### src/rtl/glitch_trigger_gen.sv
// Armed one-shot trigger: waits for a selected edge on an asynchronous target
// line, counts a programmable delay, then drives a programmable-width pulse.
module glitch_trigger_gen #(
  parameter int DELAY_W     = 16,
  parameter int WIDTH_W     = 8,
  parameter int SYNC_STAGES = 2
) (
  input  logic               clk,
  input  logic               rst,
  input  logic               arm,
  input  logic               disarm,
  input  logic               edge_sel,
  input  logic [DELAY_W-1:0] delay,
  input  logic [WIDTH_W-1:0] pulse_width,
  input  logic               target_evt,
  output logic               trig,
  output logic               armed,
  output logic               busy,
  output logic [7:0]         fire_count,
  output logic [1:0]         state_dbg
);

  localparam int CNT_W = (DELAY_W > WIDTH_W) ? DELAY_W : WIDTH_W;

  typedef enum logic [1:0] {
    S_IDLE  = 2'd0,
    S_ARMED = 2'd1,
    S_DELAY = 2'd2,
    S_PULSE = 2'd3
  } state_t;

  state_t               state_q;
  logic [SYNC_STAGES-1:0] sync_q;
  logic                 hist_q;
  logic                 edge_q;
  logic [DELAY_W-1:0]   lat_delay_q;
  logic [WIDTH_W-1:0]   lat_width_q;
  logic                 lat_sel_q;
  logic [CNT_W-1:0]     cnt_q;
  logic                 trig_q;
  logic                 armed_q;
  logic                 busy_q;
  logic [7:0]           fire_q;

  logic                 sync_lvl;
  logic                 sel_edge;
  logic [CNT_W-1:0]     width_eff;
  logic [7:0]           fire_d;

  assign sync_lvl  = sync_q[SYNC_STAGES-1];
  assign sel_edge  = lat_sel_q ? (~sync_lvl & hist_q) : (sync_lvl & ~hist_q);
  assign width_eff = (lat_width_q == '0) ? CNT_W'(1) : CNT_W'(lat_width_q);
  assign fire_d    = (fire_q == 8'hFF) ? fire_q : fire_q + 8'd1;

  // History always follows the synchronized level, so at arm time it already
  // holds the current level and only later transitions register as edges.
  // The edge is registered once more, giving SYNC_STAGES + 1 cycles of latency.
  always_ff @(posedge clk) begin
    if (rst) begin
      sync_q <= '0;
      hist_q <= 1'b0;
      edge_q <= 1'b0;
    end else begin
      sync_q <= {sync_q[SYNC_STAGES-2:0], target_evt};
      hist_q <= sync_lvl;
      edge_q <= (state_q == S_ARMED) && sel_edge;
    end
  end

  always_ff @(posedge clk) begin
    if (rst) begin
      state_q     <= S_IDLE;
      lat_delay_q <= '0;
      lat_width_q <= '0;
      lat_sel_q   <= 1'b0;
      cnt_q       <= '0;
      trig_q      <= 1'b0;
      armed_q     <= 1'b0;
      busy_q      <= 1'b0;
      fire_q      <= 8'd0;
    end else if (disarm) begin
      state_q <= S_IDLE;
      trig_q  <= 1'b0;
      armed_q <= 1'b0;
      busy_q  <= 1'b0;
    end else begin
      case (state_q)
        S_IDLE: begin
          if (arm) begin
            state_q     <= S_ARMED;
            lat_delay_q <= delay;
            lat_width_q <= pulse_width;
            lat_sel_q   <= edge_sel;
            armed_q     <= 1'b1;
            busy_q      <= 1'b1;
          end
        end
        S_ARMED: begin
          if (edge_q) begin
            armed_q <= 1'b0;
            if (lat_delay_q == '0) begin
              state_q <= S_PULSE;
              cnt_q   <= width_eff;
              trig_q  <= 1'b1;
              fire_q  <= fire_d;
            end else begin
              state_q <= S_DELAY;
              cnt_q   <= CNT_W'(lat_delay_q);
            end
          end
        end
        S_DELAY: begin
          if (cnt_q == CNT_W'(1)) begin
            state_q <= S_PULSE;
            cnt_q   <= width_eff;
            trig_q  <= 1'b1;
            fire_q  <= fire_d;
          end else begin
            cnt_q <= cnt_q - CNT_W'(1);
          end
        end
        S_PULSE: begin
          if (cnt_q == CNT_W'(1)) begin
            state_q <= S_IDLE;
            trig_q  <= 1'b0;
            busy_q  <= 1'b0;
          end else begin
            cnt_q <= cnt_q - CNT_W'(1);
          end
        end
        default: state_q <= S_IDLE;
      endcase
    end
  end

  assign trig       = trig_q;
  assign armed      = armed_q;
  assign busy       = busy_q;
  assign fire_count = fire_q;
  assign state_dbg  = state_q;

endmodule

### config.mk
export PLATFORM = sky130hd
export DESIGN_NAME = glitch_trigger_gen
export DESIGN_NICKNAME = d
export VERILOG_FILES = /design/src/rtl/glitch_trigger_gen.sv
export SDC_FILE = /design/constraint.sdc
export NUM_CORES = 1
export LEC_CHECK = 0
export ABC_AREA = 1
export CELL_PAD_IN_SITES_DETAIL_PLACEMENT = 1
export CELL_PAD_IN_SITES_GLOBAL_PLACEMENT = 1
export CORE_MARGIN = 2
export CORE_UTILIZATION = 39
export CTS_CLUSTER_SIZE = 12
export DETAILED_ROUTE_END_ITERATION = 16
export PLACE_DENSITY_LB_ADDON = 0.1
export SYNTH_ARGS = -nofsm -noshare
export SYNTH_HDL_FRONTEND = slang
export SYNTH_SLANG_ARGS = --single-unit
### constraint.sdc
create_clock -name clk -period 2.1 [get_ports clk]
set_clock_uncertainty 0.2 [all_clocks]
set_input_delay 0.42 -clock clk [delete_from_list [all_inputs] [get_ports clk]]
set_output_delay 0.42 -clock clk [all_outputs]
set_load 0.005 [all_outputs]
==> flow_summary.ini <==
[placed_design]
place_inst = 641
numPortBuffers = 42
dpl.hpwl_mm = 7.17
routabilityCongestion = 0.928
placement.cell_area_um2 = 3870
dp_slack_ns = 0.0385

[clock_network]
clkSinkCount = 58
clockBufferDepth = 2
cts_resized = 0
postCtsSetupRepairBufs = 0
cts_hold_buffers = 0
htreeDepth = 3
cts-root-buf = clkbuf_8
cts_tree = built
clkLatencyLatePin_ns = 0.33
clkTransAtPathRegs_ns = 0.07
cts_buffers = 9

[cells_and_area]
drive_gt1_frac = 0.0870
design_area_um2 = 4070
layout.nets = 584
fin_cells = 657
area.growth.synth_to_final_pct = 24.3
fillCellCount = 1090
finish.utilization = 0.498
antenna-diode-count = 0

[power]
power_frac_seq = 0.385
sw_frac_of_total = 0.342
power_switching_w = 0.00111
p_int_w = 0.00213
clockPowerShare = 0.322
power_density_nw_per_um2 = 795
combPwrFrac = 0.292
p_leak_nw = 1.83
irDropWorstVdd_mv = 0.388

[synth]
syn_nets = 532
ys_async_sr_fraction = 0
yosys_warnings = 0
synth_top_flop_cell = dfxtp_1
syn_inst = 495
synth_area_leaders = dfxtp_1, nand2_1, nor2_1, a21oi_1, inv_1
synth_top_cell_by_area = dfxtp_1
synth-seq-cells = 58
synth_cell_types = 30
syn_area_um2 = 3270
yosysTopAreaCellShare = 0.355
seq_area_frac_synth = 0.355
syn-mean-instance-area_um2 = 6.61
synth_edf_count = 0

[sta]
fin_crit_ns = 2.00
max_slew_margin = 0.765
worst_slew_pin_slew_ns = 0.352
report.final.slew_viol_count = 0
setup_ws_ns = 0.0984
hold_violations = 0
finalSetupViolCount = 0
fin_crit_sh = 0.953
grt_setup_unrepaired = yes
max_freq_mhz = 500

[worst_setup_path]
startpoint_type = register
crit_family = buffers and inverters
cp_num_buf_inv = 1
cp_max_fo = 8
arrival_ns = 1.38
crit_type = register to output pin
cp_slowest_stage_delay_ns = 0.57
required_ns = 1.48
worst_path_max_delay_cell = clkdlybuf4s50_1
cp-end-kind = output pin
worstPathCellList = clkdlybuf4s50_1

[grt]
grt_pass1_vias = 3277
overflow = 0
antenna_found_initial = 0
track_usage = 0.222
grt_pass1_wl_mm = 15.8
grt_max_degree = 41

[floorplan]
boundaryPins = 43
core_region_area_um2 = 8180
rows = 33
start_util = 0.400
die_y_um = 95.6
die_area_um2 = 9140
die_w_um = 95.6

[status]
status = complete, no violations

[detailed_routing]
drc_errors = 0
vias_per_cell = 4.98
num_vias = 3274
wire_per_inst_um = 14.4
final_antenna_net_count = 0
drt_iter0_drc = 93
drt_pre_antenna_iters = 4
wl_mm = 9.46

[min_path]
hp-class = register to register

[flow_run]
drv_cap = 0
-- synthesized netlist by cell type (4+ instances only) --
library cell	number
nand2_1	89
nor2_1	74
inv_1	67
dfxtp_1	58
a21oi_1	55
nand3_1	42
o21ai_0	37
nand4_1	11
xor2_1	8
clkbuf_1	7
ha_1	7
nand2_4	4
nor2_2	4
nor2_4	4
-- per-stage QoR --
step / hold slack, ns / TNS, ns / power [W]
CTS: 0.217 / 0 / 0.00327
finish: 0.213 / 0 / 0.00324
global placement: 0.192 / 0 / 0.00218
floorplan: 0.188 / 0 / 0.00191
detailed placement: 0.206 / 0 / 0.00221
global route: 0.239 / -0.00309 / 0.00344
-- routing by layer --
| layer | routed length (um) | global-route usage | up-vias |
|---|---|---|---|
| li1 | - | - | 1693 |
| met1 | 4710 | 0.306 | 1518 |
| met2 | 4350 | 0.356 | 55 |
| met3 | 278 | 0.0300 | 8 |
| met4 | 114 | 0.0738 | 0 |
| met5 | 0 | 0 | - |
-- cells in the final DEF, fill, tap and decap left out, drive strengths merged, types with 11 or more instances in the layout --
cell,synthesis,final
nor2,82,82
o21ai,40,40
clkdlybuf4s50,0,42
nand3,43,43
a21oi,55,55
nand4,11,11
nand2,97,97
clkbuf,7,12
dfxtp,58,58
buf,8,14
inv,69,69
-- cells by family after synthesis --
family                   count (synthesis)  share of synthesized area
AND/OR/NAND/NOR                        238                      0.335
adder cells (fa/ha/maj)                  7                     0.0268
XOR/XNOR                                10                     0.0268
flip-flops                              58                      0.355
buffers and inverters                   84                      0.104
AO/OA/AOI/OAI                           98                      0.152
-- registers in the layout (all words and copies together), names as in the netlist --
name and flops:
armed 1, lat_width_q 8, fire_count 8, state_dbg 2, cnt_q 16, busy 1
lat_sel_q 1, trig 1, hist_q 1, edge_q 1, sync_q 2, lat_delay_q 16
-- power by group through the flow --
stage                     logic (W)  registers, W  clock network, W
final                      0.000946       0.00125           0.00104
after global routing        0.00107       0.00126           0.00112
after CTS                  0.000952       0.00125           0.00107
after detailed placement   0.000944       0.00127                 0
after global placement     0.000915       0.00127                 0
after floorplan            0.000654       0.00125                 0
-- final timing paths --
| check | startpoint | to | slack (ns) | depth (start not counted) |
|---|---|---|---|---|
| min | sync_q[0] | sync_q[1] | 0.21 | 2 |
| max | fire_count[5] | fire_count[5] | 0.1 | 1 |
| max reg2reg | state_dbg[1] | cnt_q[13] | 0.19 | 9 |
| min reg2reg | sync_q[0] | sync_q[1] | 0.21 | 2 |
-- final cells by class --
type	instances	area (um^2)	share of cell area
multi-input cells	353	1770	0.435
flip-flops and latches	58	1160	0.285
repair buffers	56	551	0.135
inverters	69	259	0.0637
clock buffers	12	145	0.0357
well taps	105	131	0.0323
clock inverters	4	51.3	0.0126
Power figures use the tool's default switching activity.
